$ cat src/rtl/rom_access_arbiter.sv
// Two-port arbiter in front of a single-port registered program ROM.
// Port A is instruction fetch, port B is the debug/boot loader; each read returns two cycles after its grant.
module rom_access_arbiter #(
    parameter int ADDR_W       = 8,
    parameter int DATA_W       = 32,
    parameter int FIXED_PRIO   = 0,
    parameter int STARVE_LIMIT = 16
) (
    input  logic              iClk,
    input  logic              iReset,

    input  logic              iReqA,
    input  logic [ADDR_W-1:0] iAddrA,
    output logic              oGntA,
    output logic              oValidA,
    output logic [DATA_W-1:0] oDataA,

    input  logic              iReqB,
    input  logic [ADDR_W-1:0] iAddrB,
    output logic              oGntB,
    output logic              oValidB,
    output logic [DATA_W-1:0] oDataB,

    output logic [ADDR_W-1:0] oRomAddr,
    output logic              oRomEnable,
    input  logic [DATA_W-1:0] iRomData
);

    localparam int              CNT_W = (STARVE_LIMIT > 0) ? $clog2(STARVE_LIMIT + 1) : 1;
    localparam logic [CNT_W-1:0] LIMIT = CNT_W'(STARVE_LIMIT);

    typedef enum logic {
        PORT_A = 1'b0,
        PORT_B = 1'b1
    } port_e;

    port_e              last_q, last_d;
    logic [CNT_W-1:0]   starve_q, starve_d;
    logic               issue_q;
    port_e              tag_q;
    logic               valid_a_q, valid_b_q;
    logic [DATA_W-1:0]  data_a_q, data_b_q;

    logic               gnt_a, gnt_b;
    logic               force_b;

    // B has waited long enough that fixed priority must yield to it.
    assign force_b = (STARVE_LIMIT != 0) && (starve_q >= LIMIT);

    // NOTE: every signal written here gets a default first, so no path can leave it unassigned and infer a latch.
    always_comb begin
        gnt_a = 1'b0;
        gnt_b = 1'b0;
        if (!iReset) begin
            if (iReqA && iReqB) begin
                if (FIXED_PRIO != 0) begin
                    if (force_b) gnt_b = 1'b1;
                    else         gnt_a = 1'b1;
                end else if (last_q == PORT_B) begin
                    gnt_a = 1'b1;
                end else begin
                    gnt_b = 1'b1;
                end
            end else begin
                gnt_a = iReqA;
                gnt_b = iReqB;
            end
        end
    end

    always_comb begin
        last_d   = last_q;
        starve_d = '0;
        if (gnt_a)      last_d = PORT_A;
        else if (gnt_b) last_d = PORT_B;

        if ((FIXED_PRIO != 0) && iReqB && !gnt_b) begin
            starve_d = (starve_q == LIMIT) ? starve_q : starve_q + 1'b1;
        end
    end

    // NOTE: state registers use non-blocking assignments so every flop samples the pre-edge values of the others.
    always_ff @(posedge iClk) begin
        if (iReset) begin
            last_q    <= PORT_B;
            starve_q  <= '0;
            issue_q   <= 1'b0;
            tag_q     <= PORT_A;
            valid_a_q <= 1'b0;
            valid_b_q <= 1'b0;
        end else begin
            last_q    <= last_d;
            starve_q  <= starve_d;
            issue_q   <= gnt_a || gnt_b;
            tag_q     <= gnt_b ? PORT_B : PORT_A;
            valid_a_q <= issue_q && (tag_q == PORT_A);
            valid_b_q <= issue_q && (tag_q == PORT_B);
        end
    end

    // The ROM word is on iRomData during the data phase; only the issuing port's register takes it.
    always_ff @(posedge iClk) begin
        if (iReset) begin
            data_a_q <= '0;
            data_b_q <= '0;
        end else if (issue_q) begin
            if (tag_q == PORT_A) data_a_q <= iRomData;
            else                 data_b_q <= iRomData;
        end
    end

    assign oGntA      = gnt_a;
    assign oGntB      = gnt_b;
    assign oRomAddr   = gnt_a ? iAddrA : (gnt_b ? iAddrB : '0);
    assign oRomEnable = issue_q;
    assign oValidA    = valid_a_q;
    assign oValidB    = valid_b_q;
    assign oDataA     = data_a_q;
    assign oDataB     = data_b_q;

endmodule

$ cat config.mk
export PLATFORM = sky130hd
export DESIGN_NAME = rom_access_arbiter
export DESIGN_NICKNAME = d
export VERILOG_FILES = /design/src/rtl/rom_access_arbiter.sv
export SDC_FILE = /design/constraint.sdc
export NUM_CORES = 1
export LEC_CHECK = 0
export BUFFER_PORTS_ARGS = -buffer_cell sky130_fd_sc_hd__buf_2
export CAP_MARGIN = 20
export CORE_MARGIN = 4
export CORE_UTILIZATION = 40
export DETAILED_ROUTE_END_ITERATION = 10
export PLACE_DENSITY = 0.72
export SYNTH_ARGS = -nofsm -noshare
export SYNTH_HDL_FRONTEND = slang
export SYNTH_SLANG_ARGS = --single-unit
export TNS_END_PERCENT = 5
$ cat constraint.sdc
create_clock -name iClk -period 2.4 [get_ports iClk]
set_input_delay 0.24 -clock iClk [delete_from_list [all_inputs] [get_ports iClk]]
set_output_delay 0.24 -clock iClk [all_outputs]
set_load 0.01 [all_outputs]
# Yosys cells after proc, flatten, opt, wreduce, memory -nomap -nowiden
# Cells that the tools add are included.
dict set report classes {
  add_sub_neg 0
  multipliers 0
  div 0
  order_cmp 0
  n_eq_ne 0
  n_shift 0
  muxes 11
  bitwise_logic 1
  n_reduce_logical 7
}
# cell n
set ops {}
lappend ops {{$mux W8} 2}
lappend ops {{$mux W1} 9}
lappend ops {{$reduce_and A2 Y1} 2}
lappend ops {{$logic_and A1 B1 Y1} 3}
lappend ops {{$reduce_bool A2 Y1} 1}
lappend ops {{$logic_or A1 B1 Y1} 1}
lappend ops {{$not A1 Y1} 1}
dict set report word_totals {
  regBits 69
  latch_bits 0
  ram_bits 0
  mem_bits_ro 0
  inputBits 52
  out_inout_bits 77
  wordCells 26
  mem_count 0
}

# Longest topological paths before layout
dict set report depth {
  ltp_word 5
  depth_mapped 5
  mapped_depth_nobuf 3
}

# Least setup slack after synthesis
# OpenSTA, ideal clock, no wires.
dict set report synth_path {
  kind {register to output}
  from {register last_q}
  to {output oRomAddr[0]}
  arrival_time_ns 0.883
  required_time_ns 2.160
  path_slack_ns 1.277
  stages_incl_launch_ff 5
  path_buffers 1
  path_cell_list {dfxtp_1 nand2b_1 buf_2 a32oi_1 nor2_1}
}
dict set report synth_between {
  elab_chain_cells 5
  word_cells_on_any_way 8
  classes_between {mux (8)}
}
# element line_no
set synth_rtl {}
lappend synth_rtl {{start, declared} 37} ;# port_e last_q, last_d;
lappend synth_rtl {{start signal, assigned} 92} ;# last_q <= last_d;
lappend synth_rtl {{$mux W1} 59} ;# end else if (last_q == PORT_B) begin
lappend synth_rtl {{$mux W1} 55} ;# if (iReqA && iReqB) begin
lappend synth_rtl {{$mux W1} 54} ;# if (!iReset) begin
lappend synth_rtl {{$mux W8} 114} ;# assign oRomAddr = gnt_a ? iAddrA : (gnt_b ? iAddrB : '0);
lappend synth_rtl {{$mux W8 *} 114}
lappend synth_rtl {{end, declared} 24} ;# output logic [ADDR_W-1:0] oRomAddr,
# Every way passes the cells marked *; elsewhere a longest branch is shown, timed or not.

# Worst setup path in the final report
dict set report layout_path {
  from {register last_q}
  to {output oRomAddr[6]}
}
# The elaborated chain is that of the path after synthesis.

==> summary.md <==
| Metric | Value |
|---|---|
| Final setup viols | `0` |
| Hold Path Sink | `oDataA[16]$_SDFFE_PP0P_` |
| Worst EP arrival | `1.40 ns` |
| Vias per inst | `4.767` |
| Combinational share of power | `11.5%` |
| HP Class | `in2reg` |
| Hold Vio Cnt, Final | `0` |
| Worst Hold Depth | `3` |
| Antenna viol nets, final | `0` |
| Finished layout cell area | `0.003383 mm2` |
| Psw | `0.6003 mW` |
| Crit end category | `output pin` |
| Grt ovf | `0` |
| Die height | `88.06 um` |
| Crit-path slowest cell | `dfxtp_1` |
| WP data required | `2.16 ns` |
| Die Wd | `88.06 um` |
| Pin count of the biggest net entering global routing | `34` |
| Power share of the clock group | `38.8%` |
| Top delay family on crit path | `flip-flops` |
| Hold Startpoint | `iRomData[16]` |
| Synth Instances | `319` |
| Syn-to-layout area delta | `31.97%` |
| Run status | `finished, final reports clean` |
| Max Cap Viol | `0` |
| Total GRT Usage | `17.26%` |
| Share of cells above drive strength 1 | `34.01%` |
| Initial antenna violation count | `0` |
| Synth warn | `0` |
| I/O Buffers | `128` |
| RSZ-0062 raised after global routing | `no` |
| FF-to-FF path depth | `4` |
| Cell taking the most area after synthesis | `dfxtp_1` |
| Syn Nets | `371` |
| Avg WL per Cell | `13.29 um` |
| RD Place Congestion | `0.7325` |
| Top-area cell type share of the netlist area | `53.88%` |
| TritonCTS Buffers | `9` |
| Post-CTS Resized | `0` |
| PwrDens | `723.2 mW/mm2` |
| Crit path largest cell delay | `0.34 ns` |
| Synthesized area per cell | `8.037 um2` |
| Vias in the first global route | `2,318` |
| Slew headroom | `59.30%` |
| Most frequent cells in the layout | `nand2_1 (131), buf_2 (128), dfxtp_1 (69)` |
| CTS clk-pin slew, worst paths | `0.07 ns` |
| Peak VDD IR | `0.4262 mV` |
| WS Path Type | `reg2out` |
| Core Area | `0.006061 mm2` |
| Final min period | `1.636 ns` |
| Int Power | `1.846 mW` |
| Crit path cell chain | `nand2b_1, a32oi_1, nor2_1, buf_2` |
| Starting Density | `42.30%` |
| RR Startpoint | `oRomEnable$_SDFF_PP0_` |
| Worst skew pair latency | `0.33 ns` |
| Antenna Cells | `0` |
| FF+latch count, synth | `69` |
| Pleak | `1.576 nW` |
| Pre-CTS setup slack | `0.9333 ns` |
| Post-CTS setup buffer count | `0` |
| Final HPWL DP | `4.888 mm` |
| Crit Path Max Fanout | `9` |
| Register-to-register setup slack | `0.95 ns` |
| First-pass detailed-route iteration total | `4` |
| Root Buffer | `clkbuf_8` |
| Nets@finish | `491` |
| Residual DRC | `0` |
| Commonest non-fill, non-tap cell in the layout | `nand2_1` |
| Clk sinks | `69` |
| Critical path buffer and inverter count | `1` |
| 1st-iter DRT viols | `69` |
| Leading post-synthesis cells by cell area | `dfxtp_1 (54%), nand2_1 (19%), a21oi_1 (12%)` |
| First-pass GRT wire length | `10.45 mm` |
| Post-synth design cell area | `0.002564 mm2` |
| CP startpoint kind | `flop` |
| Setup Skew | `0.01141 ns` |
| Sw frac | `24.53%` |
| Dpl cell area | `0.003181 mm2` |
| Seq pwr share | `49.8%` |
| PnR worst setup slack | `0.7637 ns` |
| Slew at the pin closest to its max-slew limit | `0.6090 ns` |
| Fin crit share | `68.18%` |
| Post-Route Setup TNS | `0 ns` |
| Library cells used by synthesis | `18` |
| R2R Path End | `oDataA[14]$_SDFFE_PP0P_` |
| Max Slew Vio Count | `0` |
| Std cell rows | `28` |
| Fmax achieved | `611.1 MHz` |
| Hold_buf cts | `0` |
| CTS tree | `built` |
| IO Count | `129` |
| CTS max path bufs | `2` |
| Final wirelength | `6.896 mm` |
| Die area | `0.007754 mm2` |
| CTS H-tree depth | `3` |
| Seq/Total Area, Yosys | `53.88%` |
| Detailed-route via count | `2,474` |
-- cells by family (layout without fill, tap and decap cells) --
| kind of cell | count (synthesis) | count (layout) | share of synthesized area, % |
|---|---|---|---|
| buf+inv | 25 | 150 | 6.930 |
| simple gates | 151 | 151 | 23.33 |
| compound gates | 74 | 74 | 15.86 |
| flops | 69 | 69 | 53.88 |
-- flip-flops by register name, summed over array words and instances (netlist names) --
name	flops
oDataB	32
tag_q	1
oValidB	1
oDataA	32
oRomEnable	1
oValidA	1
last_q	1
-- power groups by stage --
stage | registers [mW] | logic, mW | clock network, mW
2_1_floorplan | 1.26 | 0.141 | 0
6_report | 1.22 | 0.280 | 0.949
3_5_place_dp | 1.24 | 0.282 | 0
5_1_grt | 1.22 | 0.312 | 1.02
3_3_place_gp | 1.24 | 0.277 | 0
4_1_cts | 1.22 | 0.284 | 0.973
-- metal layers --
metal / share of wire, % / track usage, % / up-vias / wire (um)
met5: 0 / 0 / - / 0
met4: 1.0 / 4.945 / 0 / 71
met3: 11 / 7.902 / 7 / 760
met2: 46 / 28.15 / 104 / 3141
met1: 42 / 20.54 / 1085 / 2923
li1: - / - / 1278 / -
-- tightest hold or removal path, delay by kind of cell --
family	cells	cell delay [ns]
AND/OR/NAND/NOR	1	0.05
AO/OA/AOI/OAI	1	0.05
buffers and inverters	1	0.10
-- through the flow --
stage	power, mW	util [%]	std cells	hold slack (ns)
2_1_floorplan	1.405	-	319	0.3607
3_3_place_gp	1.519	52.48	503	0.4381
3_5_place_dp	1.526	52.48	503	0.4435
4_1_cts	2.474	55.82	519	0.1411
5_1_grt	2.557	55.82	519	0.1407
6_report	2.447	55.82	519	0.1532
-- how the worst max path moves through the flow --
| stage | start | end | cells past startpoint |
|---|---|---|---|
| final | last_q$_SDFFE_PP1P_ | oRomAddr[6] | 4 |
| after global placement | tag_q$_SDFF_PP0_ | oDataB[18]$_SDFFE_PP0P_ | 4 |
| after global routing | last_q$_SDFFE_PP1P_ | oRomAddr[2] | 4 |
| after floorplan | last_q$_SDFFE_PP1P_ | oRomAddr[0] | 4 |
| after detailed placement | oRomEnable$_SDFF_PP0_ | oDataA[8]$_SDFFE_PP0P_ | 4 |
| after CTS | last_q$_SDFFE_PP1P_ | oRomAddr[6] | 4 |
-- synth_stat cells --
master and instances:
buf_6 9, nor2_1 11, a21oi_1 64, nand2_1 131, nand2b_1 2, nor3b_1 1
buf_4 2, and2_1 1, clkbuf_1 6, a21boi_2 1, nor2b_1 3, and3b_1 1
o21ai_0 1, dfxtp_1 69, buf_1 1, or2b_4 1, buf_2 7, a32oi_1 8
-- cell type report --
cell class | instances | area [um2]
Timing Repair Buffer | 134 | 698.2
Clock buffer | 13 | 158.9
Tap cell | 75 | 93.84
Fill cell | 603 | 2678
Multi-Input combinational cell | 225 | 1007
Clock inverter | 3 | 43.79
Sequential cell | 69 | 1381
Power figures use the tool's default switching activity.
